**config.mk**
```make
export PLATFORM = sky130hd
export DESIGN_NAME = vga_mem_arbiter_flat
export DESIGN_NICKNAME = d
export VERILOG_FILES = /design/src/rtl/vga_mem_arbiter_if.sv /design/src/rtl/vga_mem_arbiter.sv /design/src/flat_wrapper.sv
export SDC_FILE = /design/constraint.sdc
export NUM_CORES = 1
export LEC_CHECK = 0
export ABC_AREA = 1
export CAP_MARGIN = 30
export CORE_ASPECT_RATIO = 1.1
export CORE_UTILIZATION = 30
export CTS_CLUSTER_DIAMETER = 60
export DETAILED_ROUTE_END_ITERATION = 16
export GPL_TIMING_DRIVEN = 0
export PLACE_DENSITY_LB_ADDON = 0.25
export SLEW_MARGIN = 20
export SYNTH_ARGS = -nofsm -noshare
export SYNTH_HDL_FRONTEND = slang
export SYNTH_SLANG_ARGS = --single-unit
export TNS_END_PERCENT = 100
```
**constraint.sdc**
```tcl
create_clock -name clk_50MHz -period 3.65 [get_ports clk_50MHz]
set_clock_uncertainty 0.05 [all_clocks]
set_input_delay 0.5475 -clock clk_50MHz [delete_from_list [all_inputs] [get_ports clk_50MHz]]
set_output_delay 0.5475 -clock clk_50MHz [all_outputs]
set_load 0.01 [all_outputs]
```
**src/rtl/vga_mem_arbiter_if.sv**
```systemverilog
// Bus bundle for vga_mem_arbiter. It carries the VGA prefetch FIFO side, the
// CPU request/ack side and the single-port video RAM side. The arbiter uses
// the slave modport; the environment (CPU, RAM, VGA top level) uses master.
interface vga_mem_arbiter_if #(
  parameter int ADDR_W = 19,
  parameter int DATA_W = 8
);
  logic              vid_frame_start;
  logic              vid_pop;
  logic [DATA_W-1:0] vid_data;
  logic              vid_empty;
  logic              vid_underrun;

  logic              cpu_req;
  logic              cpu_we;
  logic [ADDR_W-1:0] cpu_addr;
  logic [DATA_W-1:0] cpu_wdata;
  logic              cpu_ack;
  logic [DATA_W-1:0] cpu_rdata;

  logic [ADDR_W-1:0] mem_addr;
  logic              mem_we;
  logic [DATA_W-1:0] mem_wdata;
  logic [DATA_W-1:0] mem_rdata;

  modport slave (
    input  vid_frame_start, vid_pop,
    input  cpu_req, cpu_we, cpu_addr, cpu_wdata,
    input  mem_rdata,
    output vid_data, vid_empty, vid_underrun,
    output cpu_ack, cpu_rdata,
    output mem_addr, mem_we, mem_wdata
  );

  modport master (
    output vid_frame_start, vid_pop,
    output cpu_req, cpu_we, cpu_addr, cpu_wdata,
    output mem_rdata,
    input  vid_data, vid_empty, vid_underrun,
    input  cpu_ack, cpu_rdata,
    input  mem_addr, mem_we, mem_wdata
  );
endinterface

```
**src/rtl/vga_mem_arbiter.sv**
```systemverilog
// vga_mem_arbiter: shares one single-port synchronous video RAM between the
// VGA pixel prefetch path and the CPU. One RAM access per clk_50MHz cycle.
//
// The memory bus is registered: an access decided at a clock edge is on
// mem_addr/mem_we during the following cycle, and read data comes back on
// mem_rdata the cycle after that. Because of this two-stage pipeline up to
// two video reads can be outstanding, and both count toward occupancy.
//
// Optional build macro VGA_ARB_STATS_EN adds the underrun_count and
// cpu_stall_max statistics outputs.
//
// CPU FSM states:
//   state  | meaning
//   C_IDLE | no ack pending; a granted access may be on the RAM bus (c_pend)
//   C_ACK  | cpu_ack pulse cycle; cpu_rdata carries RAM read data for reads
module vga_mem_arbiter #(
  parameter int ADDR_W     = 19,
  parameter int DATA_W     = 8,
  parameter int FB_BASE    = 0,
  parameter int FB_WORDS   = 307200,
  parameter int FIFO_DEPTH = 16,
  parameter int LOW_WATER  = 4
) (
  input logic clk_50MHz,
  input logic clear,
  vga_mem_arbiter_if.slave bus
`ifdef VGA_ARB_STATS_EN
  ,
  output logic [15:0] underrun_count,
  output logic [15:0] cpu_stall_max
`endif
);

  localparam int PW = $clog2(FIFO_DEPTH);
  localparam int CW = PW + 1;
  localparam int OW = PW + 2;
  localparam int WW = $clog2(FB_WORDS + 1);
  localparam logic [OW-1:0]     LW_O    = OW'(LOW_WATER);
  localparam logic [OW-1:0]     DEPTH_O = OW'(FIFO_DEPTH);
  localparam logic [CW-1:0]     DEPTH_C = CW'(FIFO_DEPTH);
  localparam logic [WW-1:0]     FBW     = WW'(FB_WORDS);
  localparam logic [ADDR_W-1:0] BASE_A  = ADDR_W'(FB_BASE);

  typedef enum logic {C_IDLE, C_ACK} cpu_state_t;

  // prefetch FIFO
  logic [DATA_W-1:0] fifo_mem [FIFO_DEPTH];
  logic [PW-1:0]     rd_ptr, wr_ptr;
  logic [CW-1:0]     count;
  logic              underrun;

  // video fetch pipeline: v_issue = read on RAM bus, v_valid = data on mem_rdata
  logic              v_issue, v_valid;
  logic [ADDR_W-1:0] vid_ptr;
  logic [WW-1:0]     words_left;

  // CPU side
  cpu_state_t        c_state;
  logic              c_pend, c_we, ack_q;

  // registered RAM bus
  logic [ADDR_W-1:0] addr_q;
  logic              we_q;
  logic [DATA_W-1:0] wdata_q;

  logic              fs, fetch_en, urgent, cpu_ok, grant_v, grant_c;
  logic              push, pop_ok, pop_empty;
  logic [OW-1:0]     occ;
  logic [ADDR_W-1:0] ptr_cur;

  // Arbitration for the next RAM slot. A frame start flushes everything, so
  // occupancy is taken as zero and the first fetch starts at the frame base.
  always_comb begin
    fs        = bus.vid_frame_start;
    fetch_en  = fs || (words_left != '0);
    occ       = fs ? '0 : (OW'(count) + OW'(v_issue) + OW'(v_valid));
    urgent    = fetch_en && (occ < LW_O);
    cpu_ok    = bus.cpu_req && (c_state == C_IDLE) && !c_pend;
    grant_v   = urgent || (!cpu_ok && fetch_en && (occ < DEPTH_O));
    grant_c   = cpu_ok && !urgent;
    ptr_cur   = fs ? BASE_A : vid_ptr;
    push      = v_valid && !fs;
    pop_ok    = bus.vid_pop && !fs && (count != '0);
    pop_empty = bus.vid_pop && !fs && (count == '0);
  end

  // RAM bus registers and video fetch pointer / remaining-word down-counter
  always_ff @(posedge clk_50MHz or posedge clear) begin
    if (clear) begin
      addr_q     <= '0;
      we_q       <= 1'b0;
      wdata_q    <= '0;
      v_issue    <= 1'b0;
      v_valid    <= 1'b0;
      c_pend     <= 1'b0;
      vid_ptr    <= BASE_A;
      words_left <= '0;
    end else begin
      v_issue <= grant_v;
      v_valid <= v_issue && !fs;
      c_pend  <= grant_c;
      we_q    <= grant_c && bus.cpu_we;
      if (grant_v) begin
        addr_q     <= ptr_cur;
        vid_ptr    <= ptr_cur + ADDR_W'(1);
        words_left <= (fs ? FBW : words_left) - WW'(1);
      end else if (grant_c) begin
        addr_q  <= bus.cpu_addr;
        wdata_q <= bus.cpu_wdata;
      end
      if (fs && !grant_v) begin
        vid_ptr    <= BASE_A;
        words_left <= FBW;
      end
    end
  end

  // FIFO storage; contents are only visible through the count-gated head
  always_ff @(posedge clk_50MHz) begin
    if (push) fifo_mem[wr_ptr] <= bus.mem_rdata;
  end

  // FIFO pointers, occupancy and sticky underrun flag
  always_ff @(posedge clk_50MHz or posedge clear) begin
    if (clear) begin
      rd_ptr   <= '0;
      wr_ptr   <= '0;
      count    <= '0;
      underrun <= 1'b0;
    end else if (fs) begin
      rd_ptr   <= '0;
      wr_ptr   <= '0;
      count    <= '0;
      underrun <= 1'b0;
    end else begin
      if (push)   wr_ptr <= wr_ptr + PW'(1);
      if (pop_ok) rd_ptr <= rd_ptr + PW'(1);
      if (push && !pop_ok)      count <= count + CW'(1);
      else if (!push && pop_ok) count <= count - CW'(1);
      if (pop_empty) underrun <= 1'b1;
    end
  end

  // CPU handshake FSM: ack one cycle after the access occupied the RAM bus
  always_ff @(posedge clk_50MHz or posedge clear) begin
    if (clear) begin
      c_state <= C_IDLE;
      ack_q   <= 1'b0;
      c_we    <= 1'b0;
    end else if (c_state == C_IDLE) begin
      ack_q <= 1'b0;
      if (c_pend) begin
        c_state <= C_ACK;
        ack_q   <= 1'b1;
        c_we    <= we_q;
      end
    end else begin
      ack_q   <= 1'b0;
      c_state <= C_IDLE;
    end
  end

  assign bus.vid_data     = (count == '0) ? '0 : fifo_mem[rd_ptr];
  assign bus.vid_empty    = (count == '0);
  assign bus.vid_underrun = underrun;
  assign bus.cpu_ack      = ack_q;
  assign bus.cpu_rdata    = (ack_q && !c_we) ? bus.mem_rdata : '0;
  assign bus.mem_addr     = addr_q;
  assign bus.mem_we       = we_q;
  assign bus.mem_wdata    = wdata_q;

  // occupancy bound in arbitration keeps the FIFO from ever overflowing
  assert property (@(posedge clk_50MHz) disable iff (clear)
    !(push && !pop_ok && (count == DEPTH_C)));

`ifdef VGA_ARB_STATS_EN
  logic [15:0] ucnt, stall_cnt, stall_max;

  // saturating underrun counter and longest CPU wait before grant
  always_ff @(posedge clk_50MHz or posedge clear) begin
    if (clear) begin
      ucnt      <= '0;
      stall_cnt <= '0;
      stall_max <= '0;
    end else begin
      if (pop_empty && (ucnt != 16'hFFFF)) ucnt <= ucnt + 16'd1;
      if (grant_c) begin
        if (stall_cnt > stall_max) stall_max <= stall_cnt;
        stall_cnt <= '0;
      end else if (cpu_ok && (stall_cnt != 16'hFFFF)) begin
        stall_cnt <= stall_cnt + 16'd1;
      end
    end
  end

  assign underrun_count = ucnt;
  assign cpu_stall_max  = stall_max;
`endif

endmodule

```
**src/flat_wrapper.sv**
```systemverilog
// flat-port wrapper written by rule: the top's interface ports become plain ports
module vga_mem_arbiter_flat 
#(
  parameter int ADDR_W     = 19,
  parameter int DATA_W     = 8,
  parameter int FB_BASE    = 0,
  parameter int FB_WORDS   = 307200,
  parameter int FIFO_DEPTH = 16,
  parameter int LOW_WATER  = 4
)
  (clk_50MHz, clear, bus_vid_frame_start, bus_vid_pop, bus_cpu_req, bus_cpu_we, bus_cpu_addr, bus_cpu_wdata, bus_mem_rdata, bus_vid_data, bus_vid_empty, bus_vid_underrun, bus_cpu_ack, bus_cpu_rdata, bus_mem_addr, bus_mem_we, bus_mem_wdata);
  vga_mem_arbiter_if #(.ADDR_W(ADDR_W), .DATA_W(DATA_W)) bus_i ();
  input logic clk_50MHz;
  input logic clear;
  input wire logic [$bits(bus_i.vid_frame_start)-1:0] bus_vid_frame_start;
  input wire logic [$bits(bus_i.vid_pop)-1:0] bus_vid_pop;
  input wire logic [$bits(bus_i.cpu_req)-1:0] bus_cpu_req;
  input wire logic [$bits(bus_i.cpu_we)-1:0] bus_cpu_we;
  input wire logic [$bits(bus_i.cpu_addr)-1:0] bus_cpu_addr;
  input wire logic [$bits(bus_i.cpu_wdata)-1:0] bus_cpu_wdata;
  input wire logic [$bits(bus_i.mem_rdata)-1:0] bus_mem_rdata;
  output wire logic [$bits(bus_i.vid_data)-1:0] bus_vid_data;
  output wire logic [$bits(bus_i.vid_empty)-1:0] bus_vid_empty;
  output wire logic [$bits(bus_i.vid_underrun)-1:0] bus_vid_underrun;
  output wire logic [$bits(bus_i.cpu_ack)-1:0] bus_cpu_ack;
  output wire logic [$bits(bus_i.cpu_rdata)-1:0] bus_cpu_rdata;
  output wire logic [$bits(bus_i.mem_addr)-1:0] bus_mem_addr;
  output wire logic [$bits(bus_i.mem_we)-1:0] bus_mem_we;
  output wire logic [$bits(bus_i.mem_wdata)-1:0] bus_mem_wdata;
  assign bus_i.vid_frame_start = bus_vid_frame_start;
  assign bus_i.vid_pop = bus_vid_pop;
  assign bus_i.cpu_req = bus_cpu_req;
  assign bus_i.cpu_we = bus_cpu_we;
  assign bus_i.cpu_addr = bus_cpu_addr;
  assign bus_i.cpu_wdata = bus_cpu_wdata;
  assign bus_i.mem_rdata = bus_mem_rdata;
  assign bus_vid_data = bus_i.vid_data;
  assign bus_vid_empty = bus_i.vid_empty;
  assign bus_vid_underrun = bus_i.vid_underrun;
  assign bus_cpu_ack = bus_i.cpu_ack;
  assign bus_cpu_rdata = bus_i.cpu_rdata;
  assign bus_mem_addr = bus_i.mem_addr;
  assign bus_mem_we = bus_i.mem_we;
  assign bus_mem_wdata = bus_i.mem_wdata;
  vga_mem_arbiter #(.ADDR_W(ADDR_W), .DATA_W(DATA_W), .FB_BASE(FB_BASE), .FB_WORDS(FB_WORDS), .FIFO_DEPTH(FIFO_DEPTH), .LOW_WATER(LOW_WATER)) u_core (.clk_50MHz(clk_50MHz), .clear(clear), .bus(bus_i));
endmodule
```
== Word level (Yosys, flattened, before mapping) ==
Memory sizes are Yosys's and may differ from the RTL's.
Cells that the tools add are included.

* Register bits after elaboration: 85
* Bits in writable memories: 128
* Input port bits: 41
* Output and inout port bits: 47
* Logic and storage cells: 88
* Memories kept: 1

* Add/sub/neg operators: 8
* Order comparisons: 2
* Multiplexer cells: 24
* Bitwise logic cells: 2
* Reduce and logical (&&, ||, !) cells: 37

{| class="wikitable"
|+ Memory list
! memory !! words !! bits a word !! read ports !! clocked after memory_dff !! write ports !! line !! source
|-
| u_core.fifo_mem || 16 || 8 || 1 || 0 || 1 || vga_mem_arbiter.sv:47 || <nowiki>logic [DATA_W-1:0] fifo_mem [FIFO_DEPTH];</nowiki>
|}

{| class="wikitable"
|+ Operator list
! cell !! count
|-
| $mux 19 || 8
|-
| $add 19x1->19 const B || 1
|-
| $reduce_bool 19->1 || 1
|-
| $sub 19x1->19 const B || 1
|-
| $logic_and 1x1->1 || 16
|-
| $mux 4 || 4
|-
| $mux 8 || 2
|-
| $mux 5 || 3
|-
| $reduce_bool 2->1 || 5
|-
| $add 4x1->4 const B || 2
|-
| $logic_not 1->1 || 8
|-
| $add 5x1->6 || 1
|-
| $add 6x1->6 || 1
|-
| $lt 6x3->1 const B || 1
|-
| $lt 6x5->1 const B || 1
|-
| $mux 1 || 6
|-
| $mux 6 || 1
|-
| $add 5x1->5 const B || 1
|-
| $logic_not 5->1 || 1
|-
| $reduce_bool 5->1 || 1
|-
| $sub 5x1->5 const B || 1
|-
| $reduce_and 2->1 || 2
|-
| $reduce_bool 3->1 || 1
|-
| $logic_or 1x1->1 || 2
|-
| $not 1->1 || 2
|}

== Longest topological paths before layout ==
* Depth after elaboration: 10
* Gate-level depth with buffers: 15
* Gate-level depth less buffers: 14

== Worst setup path before layout ==
OpenSTA, ideal clock, no wires.

* Path kind: input port to flip-flop
* Start point: input bus_vid_frame_start
* End point: register u_core.count[4]
* Setup time: 117 ps
* Arrival time: 2139 ps
* Data required time: 3483 ps
* Slack: 1345 ps
* Cell stages on the path: 12
* Buffers on the path: 1
* Cells stage by stage: buf_6 nor2_1 nand2_1 fa_1 nand2_1 a21oi_1 o21ai_0 nand2_1 nand2_1 nand2_1 nand2_1 nand2_1

* Cells in the longest elaborated chain, start to end: 7
* Elaborated cells on any way between the ends: 11
* Classes of those cells: mux (2); reduce/logical (9)

{| class="wikitable"
|+ RTL lines
! element !! line !! source
|-
| start: declaration || flat_wrapper.sv:15 || <nowiki>input wire logic [$bits(bus_i.vid_frame_start)-1:0] bus_vid_frame_start;</nowiki>
|-
| $logic_not 1->1 || vga_mem_arbiter.sv:82, vga_mem_arbiter.sv:83 ||
|-
| $logic_and 1x1->1 (2 in series) || vga_mem_arbiter.sv:83 || <nowiki>pop_ok = bus.vid_pop && !fs && (count != '0);</nowiki>
|-
| $logic_not 1->1 || vga_mem_arbiter.sv:138 || <nowiki>if (push && !pop_ok) count <= count + CW'(1);</nowiki>
|-
| $logic_and 1x1->1 || vga_mem_arbiter.sv:138 ||
|-
| $mux 5 || vga_mem_arbiter.sv:138 ||
|-
| $mux 5 || vga_mem_arbiter.sv:130 || <nowiki>end else if (fs) begin</nowiki>
|-
| end signal: assignment || vga_mem_arbiter.sv:138 ||
|-
| end signal: assignment || vga_mem_arbiter.sv:139 || <nowiki>else if (!push && pop_ok) count <= count - CW'(1);</nowiki>
|-
| end: declaration || vga_mem_arbiter.sv:49 || <nowiki>logic [CW-1:0] count;</nowiki>
|}

Parallel ways exist; a longest one is shown, timed or not.
A chain may end at the register's enable or synchronous reset.

== Worst setup path in the final report ==
* Start point: register u_core.rd_ptr[3]
* End point: output bus_vid_data[4]

* Cells in the longest elaborated chain, start to end: 2

{| class="wikitable"
|+ RTL lines
! element !! line !! source
|-
| start: declaration || vga_mem_arbiter.sv:48 || <nowiki>logic [PW-1:0] rd_ptr, wr_ptr;</nowiki>
|-
| start signal: assignment || vga_mem_arbiter.sv:137 || <nowiki>if (pop_ok) rd_ptr <= rd_ptr + PW'(1);</nowiki>
|-
| $mem_v2 16x8 || - ||
|-
| $mux 8 || vga_mem_arbiter.sv:163 || <nowiki>assign bus.vid_data = (count == '0) ? '0 : fifo_mem[rd_ptr];</nowiki>
|-
| end: declaration || flat_wrapper.sv:22 || <nowiki>output wire logic [$bits(bus_i.vid_data)-1:0] bus_vid_data;</nowiki>
|}

No other way between the ends.

==> metrics.md <==
| Metric | Value |
|---|---|
| Clock transition at the registers of the reported paths | 60 ps |
| Max Clk Rate | 0.280 GHz |
| IR drop worst, VDD | 0.441 mV |
| Seq pwr share | 36.8% |
| Largest net degree at the start of global routing | 63 |
| Tcrit/Tclk final | 97.8% |
| Final Hold Viols | 0 |
| Critical Path AT | 2970 ps |
| Hold Crit Class | in2async |
| IO Port Bufs | 86 |
| Clk pwr share | 27.8% |
| Post-Syn Nets | 1,208 |
| Initial core utilization | 30.7% |
| Leading area contributor after synthesis | edfxtp_1 |
| Postcts setup bufs | 0 |
| CTS root buffer | clkbuf_16 |
| Row cnt | 70 |
| GRT overflow | 0 |
| DRC viols | 0 |
| Clock period minus worst slack | 3570 ps |
| Share of cells above drive strength 1 | 6.77% |
| Register-to-Register Path Depth | 12 |
| Clk Latency, worst-skew pair | 530 ps |
| H-Tree Depth | 1 |
| Mapped Area | 0.0103 mm2 |
| CP startpoint | u_core.rd_ptr[3] |
| Top Layer Used | met4 |
| Rel. slew slack | 35.0% |
| Fin. max-slew vios | 0 |
| RSZ-0062 raised after global routing | no |
| Worst setup EP type | output port |
| CTS tree | done |
| Number of diodes | 0 |
| Share of the synthesized area in the top cell type | 37.5% |
| Via count | 8,180 |
| Core Util, Final | 37.3% |
| Adder-cell share of the synthesized area | 1.54% |
| Core footprint | 0.0335 mm2 |
| Commonest non-fill, non-tap cells in the layout | 366 x nand2_1, 217 x nand3_1, 128 x edfxtp_1 |
| CP Data Required Time | 3050 ps |
| Placer Congestion | 0.923 |
| Setup crit start kind | register |
| CTS sink cnt | 213 |
| Vias per inst | 4.76 |
| I/O Pins | 88 |
| Detailed-placement wirelength estimate | 19,600 um |
| Setup Crit Path Kind | reg2out |
| Gr usage total | 16.6% |
| XOR/XNOR share of the synthesized area | 1.20% |
| Post-route insts no fill | 1,717 |
| Leak | 5.26 nW |
| Die X | 178 um |
| Metal3 WL | 1190 um |
| Count of different cell masters after synthesis | 30 |
| Max Fanout on Critical Path | 10 |
| Vias in the first global route | 8,189 |
| Sw Ratio | 36.3% |
| Setup TNS | 0 ps |
| Synth Area in Simple Gates | 29.1% |
| Die Area | 0.0349 mm2 |
| # setup viols final | 0 |
| Yosys warns | 0 |
| Die Y | 196 um |
| Placed Cells incl. Taps | 1,674 |
| CTS Buf Count | 24 |
| Crit path to | bus_vid_data[4] |
| Layout Nets | 1,320 |
| Wirelength per Cell | 16.4 um |
| Antenna viol nets, final | 0 |
| R2R Path End | u_core.count[4] |
| Layout area overhead | 21.7% |
| Mux cell area share after synthesis | 0% |
| Int Power | 5.31 mW |
| FF-to-FF setup slack | 1320 ps |
| Outcome | finished, final reports clean |
| First-pass GRT wire length | 44,800 um |
| Largest cells by area after synthesis | edfxtp_1 37%, dfrtp_1 21%, nand2_1 13%, nand3_1 11%, nor2_1 3.5% |
| Gate Count Post-Synth | 1,155 |
| Max Cap Violations | 0 |
| Iteration-0 DRC count of the detailed router | 490 |
| Seq cells post-synth | 213 |
| Initial antenna violation count | 0 |
| Sequential area share after synthesis | 58.2% |
| Psw | 3.03 mW |
| DRT Wirelength | 28,200 um |
| Met1 WL | 12,500 um |
| Clock buffer depth | 3 |
| Logic pwr share | 35.4% |
| Post-Synthesis Mean Instance Area | 8.88 um2 |
| Metal2 WL | 13,600 um |
| Pwr/cell area | 669 mW/mm2 |
| Drt pass-1 iters | 5 |
| Complex-gate fraction of the synthesized area | 3.90% |
| Most common cell after layout, fill and taps aside | nand2_1 |
| Largest family of logic cells by synthesized area | simple AND/OR/NAND/NOR gates |
| Actual slew at the worst max-slew pin | 971 ps |
| Worst r2r src | u_core.v_valid |
-- stage by stage --
stage	setup slack, ps	hold slack, ps	power (mW)	area (um2)
floorplan	859	408	4.86	10300
global placement	-821	415	6.04	11700
detailed placement	465	419	6.07	11700
CTS	39.4	297	8.42	12500
global route	11.4	319	8.90	12500
finish	80.1	299	8.34	12500
-- cell families after synthesis --
family | Yosys count
compound gates | 72
xor+xnor | 14
fa+ha+maj | 12
buf+inv | 141
flops | 213
simple gates | 703
-- area by class of cell --
class	count	area, um2
timing repair buffer	87	888
fill	3385	21000
clock buffer	41	734
buffer	52	304
multi-input combinational	801	3670
sequential	213	5970
tap	432	541
inverter	88	339
clock inverter	3	30.0
-- worst min-delay path by stage --
stage	depth (start not counted)	endpoint	slack (ps)	start
3_5_place_dp	2	u_core.bus.mem_wdata[1]	420	u_core.bus.mem_wdata[1]
3_3_place_gp	2	u_core.bus.mem_wdata[6]	410	u_core.bus.mem_wdata[6]
5_1_grt	2	u_core.c_we	320	clear
2_1_floorplan	2	u_core.v_valid	410	u_core.v_issue
4_1_cts	2	u_core.c_we	300	clear
6_report	2	u_core.c_we	300	clear
-- sequential cells by signal, summed over array words and instances, names as in the netlist --
signal                   count
u_core.bus.mem_we            1
u_core.vid_ptr              19
u_core.c_pend                1
u_core.words_left           19
u_core.count                 5
u_core.wr_ptr                4
u_core.fifo_mem            128
u_core.rd_ptr                4
u_core.bus.mem_addr         19
u_core.bus.vid_underrun      1
u_core.bus.mem_wdata         8
u_core.c_state               1
u_core.c_we                  1
u_core.v_issue               1
u_core.v_valid               1
-- timing repair --
| item | 4_1_cts | 5_1_grt |
|---|---|---|
| pin swaps | 0 | 0 |
| setup endpoints to repair | 7 | 8 |
| resized for setup | 4 | 11 |
| hold buffers | 0 | 0 |
-- synth_stat cells, drive strengths merged --
master / count
o21ai: 35
fa: 1
nand2: 369
nor2: 99
a21oi: 25
a31o: 1
inv: 85
o21bai: 1
edfxtp: 128
nand3: 219
dfrtp: 85
clkbuf: 15
buf: 38
o22ai: 2
clkinv: 3
xor2: 14
nand3b: 1
o21a: 8
nand4: 15
ha: 11
-- routing by layer --
metal  vias to the layer above  GRT usage [%]
li1                       4055              -
met1                      3851           21.2
met2                       221           28.7
met3                        53           2.13
met4                         0           5.40
met5                         -              0
-- critical path: stages (launching register included) --
cell,delay (ps)
dfrtp_1,320
clkbuf_1,530
clkinvlp_4,470
a21oi_1,390
o21a_1,200
clkdlybuf4s50_1,530
-- power groups by stage --
| stage | Combinational, mW | Sequential [mW] | Clock (mW) |
|---|---|---|---|
| 2_1_floorplan | 1.77 | 3.09 | 0 |
| 3_3_place_gp | 2.94 | 3.10 | 0 |
| 3_5_place_dp | 2.97 | 3.10 | 0 |
| 4_1_cts | 2.98 | 3.07 | 2.38 |
| 5_1_grt | 3.33 | 3.10 | 2.47 |
| 6_report | 2.95 | 3.07 | 2.32 |
No activity file was read; power rests on OpenSTA's default activity.
